$ cat config.mk
export PLATFORM = sky130hd
export DESIGN_NAME = huffman_decoder_packed
export DESIGN_NICKNAME = d
export VERILOG_FILES = /design/src/rtl/huffman_decoder_packed.sv
export SDC_FILE = /design/constraint.sdc
export NUM_CORES = 1
export LEC_CHECK = 0
export ABC_AREA = 0
export CAP_MARGIN = 20
export CORE_MARGIN = 3
export CORE_UTILIZATION = 52
export DETAILED_ROUTE_END_ITERATION = 10
export PLACE_DENSITY = 0.76
export SETUP_SLACK_MARGIN = 0.05
export SYNTH_ARGS = -nofsm -noshare
export SYNTH_HDL_FRONTEND = slang
export SYNTH_SLANG_ARGS = --single-unit
$ cat constraint.sdc
create_clock -name clk -period 2.6 [get_ports clk]
set_clock_uncertainty 0.2 [all_clocks]
set_input_delay 0.26 -clock clk [delete_from_list [all_inputs] [get_ports clk]]
set_output_delay 0.26 -clock clk [all_outputs]
set_load 0.05 [all_outputs]
$ cat src/rtl/huffman_decoder_packed.sv
// Bit-serial decoder for the six-symbol prefix code (A-F), packing 3-bit symbols into SYMS_PER_WORD-slot words; optional flush via HUFFMAN_DEC_FLUSH_EN.
// Latency: a symbol enters the packer on the edge accepting its last bit; a completed word is valid the following cycle.
// Backpressure: x_ready drops only while the output word is stalled and the packer holds SYMS_PER_WORD-1 symbols (or while flushing).
module huffman_decoder_packed #(
  parameter int SYMS_PER_WORD = 4,
  parameter int CNT_W         = 16
) (
  input  logic                                   clk,
  input  logic                                   reset,
  input  logic                                   x,
  input  logic                                   x_valid,
  output logic                                   x_ready,
  output logic [3*SYMS_PER_WORD-1:0]             word,
  output logic [$clog2(SYMS_PER_WORD+1)-1:0]     word_count,
  output logic                                   word_valid,
  input  logic                                   word_ready,
`ifdef HUFFMAN_DEC_FLUSH_EN
  input  logic                                   flush,
`endif
  output logic [CNT_W-1:0]                       sym_count
);

  localparam int CW = $clog2(SYMS_PER_WORD + 1);
  localparam logic [CW-1:0] LAST_SLOT = CW'(SYMS_PER_WORD - 1);
  localparam logic [CW-1:0] FULL_CNT  = CW'(SYMS_PER_WORD);

  typedef enum logic [2:0] {ROOT, P1, P10, P11, P110} state_t;

  state_t                            r_state, w_state_nxt;
  logic [CW-1:0]                     r_fill;
  logic [SYMS_PER_WORD-1:0][2:0]     r_slots, w_slots_ins;
  logic [3*SYMS_PER_WORD-1:0]        r_word;
  logic [CW-1:0]                     r_word_count;
  logic                              r_word_valid;
  logic [CNT_W-1:0]                  r_sym_count;

  logic       w_flush_req, w_flush_go, w_out_free, w_acc;
  logic       w_emit, w_full, w_load;
  logic [2:0] w_sym;

`ifdef HUFFMAN_DEC_FLUSH_EN
  assign w_flush_req = flush;
`else
  assign w_flush_req = 1'b0;
`endif

  assign w_out_free = !r_word_valid || word_ready;
  assign x_ready    = !(r_word_valid && !word_ready && (r_fill == LAST_SLOT)) && !w_flush_req;
  assign w_acc      = x_valid && x_ready;
  assign w_flush_go = w_flush_req && w_out_free;

  always_comb begin
    w_state_nxt = r_state;
    w_emit      = 1'b0;
    w_sym       = 3'd0;
    if (w_flush_go) begin
      w_state_nxt = ROOT;
    end else if (w_acc) begin
      case (r_state)
        ROOT: begin
          if (x) w_state_nxt = P1;
          else begin
            w_emit = 1'b1;
            w_sym  = 3'd1;
          end
        end
        P1:   w_state_nxt = x ? P11 : P10;
        P10: begin
          w_emit      = 1'b1;
          w_sym       = x ? 3'd2 : 3'd3;
          w_state_nxt = ROOT;
        end
        P11: begin
          if (x) begin
            w_emit      = 1'b1;
            w_sym       = 3'd4;
            w_state_nxt = ROOT;
          end else begin
            w_state_nxt = P110;
          end
        end
        P110: begin
          w_emit      = 1'b1;
          w_sym       = x ? 3'd5 : 3'd6;
          w_state_nxt = ROOT;
        end
        default: w_state_nxt = ROOT;
      endcase
    end
  end

  // Packer contents including the symbol emitted this cycle, if any.
  always_comb begin
    w_slots_ins = r_slots;
    for (int i = 0; i < SYMS_PER_WORD; i++) begin
      if (w_emit && (r_fill == CW'(i))) w_slots_ins[i] = w_sym;
    end
  end

  assign w_full = w_emit && (r_fill == LAST_SLOT);
  assign w_load = w_full || (w_flush_go && (r_fill != '0));

  always_ff @(posedge clk) begin
    if (reset) r_state <= ROOT;
    else       r_state <= w_state_nxt;
  end

  always_ff @(posedge clk) begin
    if (reset) begin
      r_fill  <= '0;
      r_slots <= '0;
    end else if (w_full || w_flush_go) begin
      r_fill  <= '0;
      r_slots <= '0;
    end else if (w_emit) begin
      r_fill  <= r_fill + CW'(1);
      r_slots <= w_slots_ins;
    end
  end

  // A load can only coincide with a free or draining output register, so it never overwrites an untaken word.
  always_ff @(posedge clk) begin
    if (reset) begin
      r_word       <= '0;
      r_word_count <= '0;
      r_word_valid <= 1'b0;
    end else if (w_load) begin
      r_word       <= w_slots_ins;
      r_word_count <= w_full ? FULL_CNT : r_fill;
      r_word_valid <= 1'b1;
    end else if (word_ready) begin
      r_word_valid <= 1'b0;
    end
  end

  always_ff @(posedge clk) begin
    if (reset)       r_sym_count <= '0;
    else if (w_emit) r_sym_count <= r_sym_count + CNT_W'(1);
  end

  assign word       = r_word;
  assign word_count = r_word_count;
  assign word_valid = r_word_valid;
  assign sym_count  = r_sym_count;

endmodule

==> out/results.ini <==
[clocking]
post_cts.resized_instances = 0
clock_insertion_delay_worst_skew_ns = 0.30
ctsHoldBuffers = 0
clockRootBuffer = clkbuf_8
path_clk_slew_ns = 0.09
tritoncts.num_buffers = 5
clk_path_buf_depth = 2
ctsHtreeMaxLevel = 2
num_clock_sinks = 45
cts.repair_timing.setup_buffer_count = 0
cts_tree = built

[detailed_routing]
drt_drc_violations_left = 0
viasPerCell = 5.66
num_vias = 2027
antenna_left = 0
route.detailed.wl_per_inst_um = 13.9
detail_route.first_pass.iterations = 4
route.final.wire_length_um = 4960
drtIter0Drc = 138

[synthesis]
yosys_most_used_dff = dfxtp_1
asyncSetResetFlopFracSynth_pct = 0
postSynthRegisterBits = 45
synth-warning-count = 0
netlist_area_um2 = 2210
synth-seq-area-share_pct = 40.8
synth.distinct_cells = 37
synth-edff-count = 0
postSynthAreaPerCell_um2 = 8.08
postSynthCellCount = 273

[timing]
maxSlewViolCount = 0
totalNegativeSetupSlack_ns = 0
slew-limit-headroom_pct = 61.3
fmax_mhz = 414
finalSetupViolCount = 0
hold_violations = 0
fin_crit_ns = 2.42
rsz0062_at_grt = false
fin_crit_sh_pct = 93.0
max_slew.worst_pin.slew_ns = 0.580

[placement]
dpl.hpwl_um = 3360
port_buffers = 35
placed_cells = 350
post_dp_cell_area_um2 = 2670
gp_congestion = 0.812

[global_route]
antenna_found_initial = 0
grt_max_degree = 43
grtUsageTotal_pct = 20.8
grt_first_pass_wirelength_um = 8620
first_global_vias = 1854
gr-total-overflow = 0

[critical_path]
start_kind = flop
critical_path.top_delay_family = simple AND/OR/NAND/NOR gates
crit_chain = ha_1, ha_1, and3b_1, a2111o_1, buf_12, or4_1, a21oi_1
timing.setup.critical_path_class = flop to flop
worstPathArrival_ns = 2.46
critical_path.most_common_cell = ha_1
end_kind = flop
crit_slowest_cell = or4_1
required_ns = 2.64
worst_path_largest_cell_delay_ns = 0.50
cp_num_buf_inv = 1
crit_path_max_fanout = 28

[run_status]
run_status = completed

[min_path]
worstHoldPathType = flop to flop

[finish]
areaGrowthSynthToFinish_pct = 24.6
inserted_diodes = 0
commonest_non_fill_non_tap_cell_in_the_layout = dfxtp_1
leading_cell_types_in_the_layout_fill_and_taps_excluded = 44 x dfxtp_1, 43 x a21oi_1, 34 x clkdlybuf4s50_1, 20 x o21ai_0, 17 x inv_1
finish.net_count = 318
finalInstanceArea_um2 = 2750
fraction_of_layout_cells_with_a_size_suffix_above_1_pct = 8.77
finish.cell_count_without_fillers = 358

[die]
floorplan.die_area_um2 = 5060
die_height_um = 71.2
die_boundary_width_um = 71.2
initial_util_pct = 54.4
floorplan.io_pins = 38
core-area_um2 = 4060
rows = 23

[power_and_ir_drop]
leakage_nw = 0.881
power-per-cell-area_nw_per_um2 = 463
design_power_mw = 1.27
vdd_drop_max_uv = 326

[run]
max-cap-violations = 0

worst paths after layout:
kind | from | end | slack [ns] | depth (start not counted)
max | r_fill[0]$_SDFFE_PP0P_ | sym_count[10]$_SDFFE_PP0P_ | 0.18 | 7
min | r_slots[1]$_SDFFE_PP0P_ | r_slots[1]$_SDFFE_PP0P_ | 0.27 | 2
max reg2reg | r_fill[0]$_SDFFE_PP0P_ | sym_count[10]$_SDFFE_PP0P_ | 0.18 | 7
min reg2reg | r_slots[1]$_SDFFE_PP0P_ | r_slots[1]$_SDFFE_PP0P_ | 0.27 | 2
kinds of logic after synthesis:
kind of cell             share of synthesized area (%)
adder cells (fa/ha/maj)                           3.40
AND/OR/NAND/NOR                                   22.2
flip-flops                                        40.8
XOR/XNOR                                         0.794
AO/OA/AOI/OAI                                     25.3
other                                            0.170
buffers and inverters                             7.37
registers in the layout, indices dropped and copies added, names as in the netlist:
| signal | cells |
|---|---|
| r_slots | 9 |
| sym_count | 16 |
| r_state | 3 |
| word_count | 1 |
| word | 12 |
| r_fill | 3 |
| word_valid | 1 |
synthesized netlist by cell type (2+ instances only):
master | count | area share [%]
dfxtp_1 | 45 | 41
a21oi_1 | 43 | 9.8
o21ai_0 | 20 | 4.5
inv_1 | 17 | 2.9
nand2_1 | 15 | 2.6
nor2_1 | 15 | 2.6
clkbuf_1 | 14 | 2.4
nand3_1 | 13 | 2.9
o31ai_1 | 9 | 3.1
or4_1 | 9 | 3.1
or3_1 | 7 | 2.0
ha_1 | 6 | 3.4
a211oi_1 | 5 | 1.7
nor2b_1 | 5 | 1.4
buf_2 | 4 | 0.91
nand2b_1 | 4 | 1.1
nor3_1 | 4 | 0.91
a2111oi_0 | 3 | 1.2
a221oi_1 | 3 | 1.2
a311oi_1 | 3 | 1.2
and4_1 | 3 | 1.2
buf_1 | 3 | 0.51
o21bai_1 | 3 | 1.0
or3b_2 | 3 | 1.2
buf_4 | 2 | 0.68
nand4_1 | 2 | 0.57
nand4b_1 | 2 | 0.79
xnor2_1 | 2 | 0.79
worst min-delay path, stage by stage, from the launching register on:
cell and delay, ns:
dfxtp_1 0.32, inv_1 0.05, a221oi_1 0.06
layout make-up:
| class | count | area [µm²] |
|---|---|---|
| Timing Repair Buffer | 49 | 478 |
| Sequential cell | 45 | 902 |
| Tap cell | 50 | 62.6 |
| Multi-Input combinational cell | 189 | 1160 |
| Inverter | 17 | 63.8 |
| Fill cell | 346 | 1310 |
| Clock buffer | 7 | 76.3 |
| Clock inverter | 1 | 7.51 |
where the power goes:
group	switching [mW]	total, mW	internal (mW)
Sequential	0.0105	0.708	0.698
Clock	0.241	0.431	0.190
Combinational	0.0840	0.134	0.0496
metrics by stage:
step	hold slack [ns]	setup slack (ns)	utilization, %
floorplan	0.248	0.178	-
global placement	0.257	0.125	65.7
detailed placement	0.260	0.0866	65.7
CTS	0.278	0.138	67.7
global route	0.309	0.0700	67.8
finish	0.273	0.182	67.8
metal layers:
| layer | vias up | wire length (µm) | GRT usage, % |
|---|---|---|---|
| met2 | 44 | 2190 | 31.6 |
| met4 | 0 | 71 | 6.89 |
| met3 | 6 | 243 | 5.26 |
| met1 | 927 | 2450 | 28.9 |
| met5 | - | 0 | 0 |
| li1 | 1050 | - | - |
Power figures use the tool's default switching activity.
==> edit 1: new RTL, same settings <==
Change the parameter `SYMS_PER_WORD` from 4 to 2.
--- a/src/rtl/huffman_decoder_packed.sv
+++ b/src/rtl/huffman_decoder_packed.sv
@@ -2,7 +2,7 @@
 // Latency: a symbol enters the packer on the edge accepting its last bit; a completed word is valid the following cycle.
 // Backpressure: x_ready drops only while the output word is stalled and the packer holds SYMS_PER_WORD-1 symbols (or while flushing).
 module huffman_decoder_packed #(
-  parameter int SYMS_PER_WORD = 4,
+  parameter int SYMS_PER_WORD = 2,
   parameter int CNT_W         = 16
 ) (
   input  logic                                   clk,
Ports: changed (resized word and word_count); port bits go from 38 to 31. No check against the original RTL was run, so the function may have changed too.
==> edit 1 against the original RTL <==
  * Final cell count fell by 31%
  * Sequential cell count fell by 13
  * Count of clock-buffer cells in the layout fell by 2
  * Critical path type unchanged
  * Cell area fell by 29%
  * Total power fell by 22%
  * Synthesized area fell by 27%
  * Wire length fell by 29%
  * Combinational power fell by 22%
  * Worst setup slack improved by 160 ps
==> edit 1: results (changes against the original RTL) <==
[outcome]
status=completed  ; unchanged

[worst_hold_path]
hp-start=r_fill[1]  ; was r_slots[1]
worstHoldPathCells=2  ; unchanged
whs_endpoint=r_fill[1]  ; was r_slots[1]

[critical_path]
cpMaxStageDelayCell=dfxtp_1  ; was or4_1
cp_top_family=simple AND/OR/NAND/NOR gates  ; unchanged
r2r_cells=4  ; was 7
rr_startpoint=r_state[1]  ; was r_fill[0]
arrival_ps=2310  ; was 2460 ps
regToRegSetupSlack_ps=340  ; was 180 ps
cp_max_fo=12  ; was 28
reg2reg_to=sym_count[11]  ; was sym_count[10]
critPathMaxStageDelay_ps=570  ; was 500 ps

[yosys]
synth_area_leaders=dfxtp_1, a21oi_1, o31ai_1, or4_1, nand2_1  ; was dfxtp_1, a21oi_1, o21ai_0, ha_1, o31ai_1
ys.warnings.count=0  ; unchanged
synth.distinct_cells=43  ; was 37
syn-num-nets=196
synth_common_cells=dfxtp_1, a21oi_1, nand2_1  ; was dfxtp_1, a21oi_1, o21ai_0
ys_seq_area_share_pct=39.8  ; was 40.8%
synth_async_sr_flop_share_pct=0  ; unchanged

[routing]
drt-pass1-iter-count=4  ; unchanged
wirelength_mm=3.54  ; was 4.96 mm
drt_first_iter_violations=102  ; was 138
vias_per_cell=6.02  ; was 5.66

[clock_network]
cts_buffers=5  ; unchanged
post_cts_resized=0  ; unchanged
clk_pin_slew_ps=110  ; was 90 ps
htreeDepth=2  ; unchanged
clk_latency_ps=350  ; was 300 ps
post_cts_buffers=0  ; unchanged
root_buffer=clkbuf_4  ; was clkbuf_8

[pwr]
ir_worst_vdd_uv=405  ; was 326 uV
p_leak_nw=0.636  ; was 0.881 nW

[finish]
antenna_cells=0  ; unchanged
n_fill_cell=238  ; was 346
final_layout_size_suffix_gt1_share_pct=9.30  ; was 8.77%
nNetsFinal=222  ; was 318
largest_reg_flops=16  ; unchanged

[place]
dp_hpwl_mm=2.47  ; was 3.36 mm
pre_cts_ws_ps=150  ; was 86.6 ps
io_buffers=29  ; was 35
place_congestion=0.907  ; was 0.812

[sta]
tightestPinTransition_ps=645  ; was 580 ps
fin_hold_ws_ps=263  ; was 273 ps

[global_route]
antenna_found_initial=0  ; unchanged
grt_pass1_vias=1320  ; was 1,854
grt_pass1_wl_mm=5.72  ; was 8.62 mm
grt_max_degree=24  ; was 43
grt_usage_pct=20.3  ; was 20.8%

[edit 1: area by class of cell]
cell class,instances,area [sq um],share of cell area (%)
multi-input cells,135,857,43.8
flip-flops and latches,32,641,32.7
repair buffers,32,310,15.9
clock inverters,3,42.5,2.17
well taps,31,38.8,1.98
clock buffers,5,37.5,1.92
inverters,8,30.0,1.53
[edit 1: kinds of logic (layout without fill, tap and decap cells)]
| family | Yosys count | after routing | synth area share, % |
|---|---|---|---|
| and+or+nand+nor | 72 | 72 | 27.0 |
| muxes | 4 | 4 | 2.72 |
| xor gates and xnor gates | 1 | 1 | 0.544 |
| other | 1 | 1 | 0.233 |
| AOI/OAI and AO/OA | 54 | 54 | 20.4 |
| DFF | 32 | 32 | 39.8 |
| buffers and inverters | 21 | 48 | 6.99 |
| adders and majority gates | 3 | 3 | 2.33 |
[edit 1: through the flow]
stage / cell area, sq um / instances
floorplan: 1610 / 188
global placement: 1880 / 238
detailed placement: 1880 / 238
CTS: 1960 / 246
global route: 1960 / 246
finish: 1960 / 246
[edit 1: tightest hold or removal path: stages (launching register included)]
cell	delay, ps
dfxtp_1	330
nand2_1	50
a21oi_1	50
[edit 1: how the worst max path moves through the flow]
stage          slack (ps)            end  startpoint  cells past startpoint
2_1_floorplan         150        word[2]  word_valid                      7
3_3_place_gp          230        word[1]           x                      6
3_5_place_dp          150        word[1]           x                      6
4_1_cts               330  sym_count[11]  r_state[1]                      4
5_1_grt               130  sym_count[11]  r_state[1]                      4
6_report              340  sym_count[11]  r_state[1]                      4
[edit 1: per-layer routing]
metal | GRT usage, % | vias to the layer above | wire length, um
met3 | 6.71 | 8 | 144
met1 | 23.0 | 689 | 1510
met5 | 0 | - | 0
met2 | 34.4 | 40 | 1810
met4 | 9.39 | 0 | 76
li1 | - | 743 | -
[edit 1: where the power goes]
group / switching, W / total [W] / internal (W)
registers: 0.00000819 / 0.000507 / 0.000499
logic: 0.0000686 / 0.000105 / 0.0000363
clock network: 0.000186 / 0.000386 / 0.000200
==> edit 2: new RTL, same settings <==
Made on the original files. Put one more register stage on the output `sym_count`. The value now appears one clock later. The other outputs are not delayed to match.
--- a/src/rtl/huffman_decoder_packed.sv
+++ b/src/rtl/huffman_decoder_packed.sv
@@ -141,7 +141,9 @@
   assign word       = r_word;
   assign word_count = r_word_count;
   assign word_valid = r_word_valid;
-  assign sym_count  = r_sym_count;
+  always_ff @(posedge clk) begin
+    sym_count <= r_sym_count;
+  end
 
 endmodule
 
Behaviour: not the same (a bounded check fails within 4 cycles, from zero or initial values and one cycle with reset high).
==> edit 2 against the original RTL <==
  * Sequential cell count is 16 higher
  * Sequential power is 35% higher
  * Total power is 43% higher
  * Synthesized area is 13% higher
  * Critical path type unchanged
  * Wire length is 0.38% higher
  * Cell area is 14% higher
  * Largest power group unchanged
  * Clock power is 72% higher
  * Global-route usage is 1.2 points lower
  * Count of clock-buffer cells in the layout is 6 higher
  * Worst setup slack better by 57 ps
==> edit 2: results (changes against the original RTL) <==
[yosys]
synth_async_sr_flop_share_pct=0  ; unchanged
ys_seq_area_share_pct=48.8  ; was 40.8%
synth_area_leaders=dfxtp_1, a21oi_1, ha_1, o31ai_1, or4_1  ; was dfxtp_1, a21oi_1, o21ai_0, ha_1, o31ai_1
synth_common_cells=dfxtp_1, a21oi_1, o21ai_0  ; unchanged
synth.distinct_cells=44  ; was 37
ys.warnings.count=0  ; unchanged

[clock_network]
post_cts_buffers=0  ; unchanged
cts_buffer_depth=2  ; unchanged
clk_latency_ps=330  ; was 300 ps
post_cts_resized=0  ; unchanged
clk_pin_slew_ps=70  ; was 90 ps
holdBufCountCts=0  ; unchanged
htreeDepth=3  ; was 2
cts_buffers=9  ; was 5
root_buffer=clkbuf_8  ; unchanged

[finish]
n_fill_cell=354  ; was 346
antenna_cells=0  ; unchanged
final_layout_size_suffix_gt1_share_pct=12.9  ; was 8.77%
nNetsFinal=316  ; was 318

[critical_path]
cpMaxStageDelayCell=mux2_2  ; was or4_1
cp_max_fo=11  ; was 28
r2r_cells=8  ; was 7
critPathMaxStageDelay_ps=360  ; was 500 ps
cp-end-kind=flop  ; unchanged
regToRegSetupSlack_ps=240  ; was 180 ps
arrival_ps=2390  ; was 2460 ps
reg2reg_to=r_sym_count[15]  ; was sym_count[10]
cp-startpoint=r_fill[0]  ; unchanged

[place]
io_buffers=35  ; unchanged
dp_hpwl_mm=3.50  ; was 3.36 mm
place_congestion=0.852  ; was 0.812

[outcome]
status=completed  ; unchanged

[routing]
vias_per_cell=5.74  ; was 5.66
wirelength_mm=4.98  ; was 4.96 mm
drt-pass1-iter-count=4  ; unchanged
drt_first_iter_violations=159  ; was 138

[sta]
max_slew_margin_pct=66.4  ; was 61.3%
finalSetupViolCount=0  ; unchanged

[global_route]
grt_usage_pct=19.7  ; was 20.8%
grt_pass1_vias=1761  ; was 1,854
grt_overflow=0  ; unchanged
antenna_found_initial=0  ; unchanged
grt_pass1_wl_mm=8.35  ; was 8.62 mm
grt_max_degree=45  ; was 43

[worst_hold_path]
hp-class=flop to flop  ; unchanged

[pwr]
p_sw_share_pct=23.8  ; was 26.3%
p_leak_nw=1.12  ; was 0.881 nW
ir_worst_vdd_uv=441  ; was 326 uV

## edit 2: worst min-delay path by stage
stage / endpoint / from / cells past startpoint
after floorplan: sym_count[15] / r_sym_count[15] / 0
after global placement: sym_count[15] / r_sym_count[15] / 0
after detailed placement: sym_count[15] / r_sym_count[15] / 0
after CTS: sym_count[15] / r_sym_count[15] / 0
after global routing: sym_count[13] / r_sym_count[13] / 0
final: sym_count[15] / r_sym_count[15] / 0
## edit 2: worst max-delay path: cells and delay by family, from the launching register on
family	cells	cell delay (ps)
and+or+nand+nor	3	660
adders and majority gates	2	390
muxes	1	360
DFF	1	330
buffers and inverters	2	300
## edit 2: kinds of logic after synthesis
| logic type | share of synthesized area [%] |
|---|---|
| DFF | 48.8 |
| other | 0.150 |
| adders and majority gates | 3.00 |
| buffers and inverters | 5.04 |
| muxes | 2.55 |
| and+or+nand+nor | 18.7 |
| AOI/OAI and AO/OA | 21.8 |
## edit 2: stage by stage
| stage | worst slack [ps] | power (W) | instance area (sq um) | hold slack [ps] | std cells |
|---|---|---|---|---|---|
| final | 239 | 0.00182 | 3140 | 180 | 362 |
| after CTS | 234 | 0.00184 | 3140 | 180 | 362 |
| after global routing | 53.5 | 0.00189 | 3140 | 198 | 362 |
| after global placement | 151 | 0.00110 | 2960 | 160 | 346 |
| after floorplan | 84.0 | 0.00106 | 2510 | 144 | 264 |
| after detailed placement | 118 | 0.00110 | 2960 | 166 | 346 |
## edit 2: area by class of cell
class | instances | area share (%)
clock buffers | 13 | 5.07
flip-flops and latches | 61 | 38.9
repair buffers | 51 | 15.3
inverters | 7 | 0.918
well taps | 52 | 2.08
clock inverters | 3 | 0.638
multi-input cells | 175 | 37.0
## edit 2: layer usage
metal / up-vias / global-route usage (%) / share of wire [%]
met1: 944 / 28.3 / 51
met5: - / 0 / 0
met4: 0 / 9.71 / 1.6
met2: 58 / 26.0 / 42
li1: 1070 / - / -
met3: 6 / 6.60 / 5.3
## edit 2: power groups by stage
stage	clock network, W	registers [W]	logic [W]
floorplan	0	0.000979	0.0000816
global placement	0	0.000975	0.000120
detailed placement	0	0.000976	0.000122
CTS	0.000768	0.000955	0.000122
global route	0.000800	0.000956	0.000133
finish	0.000742	0.000955	0.000122
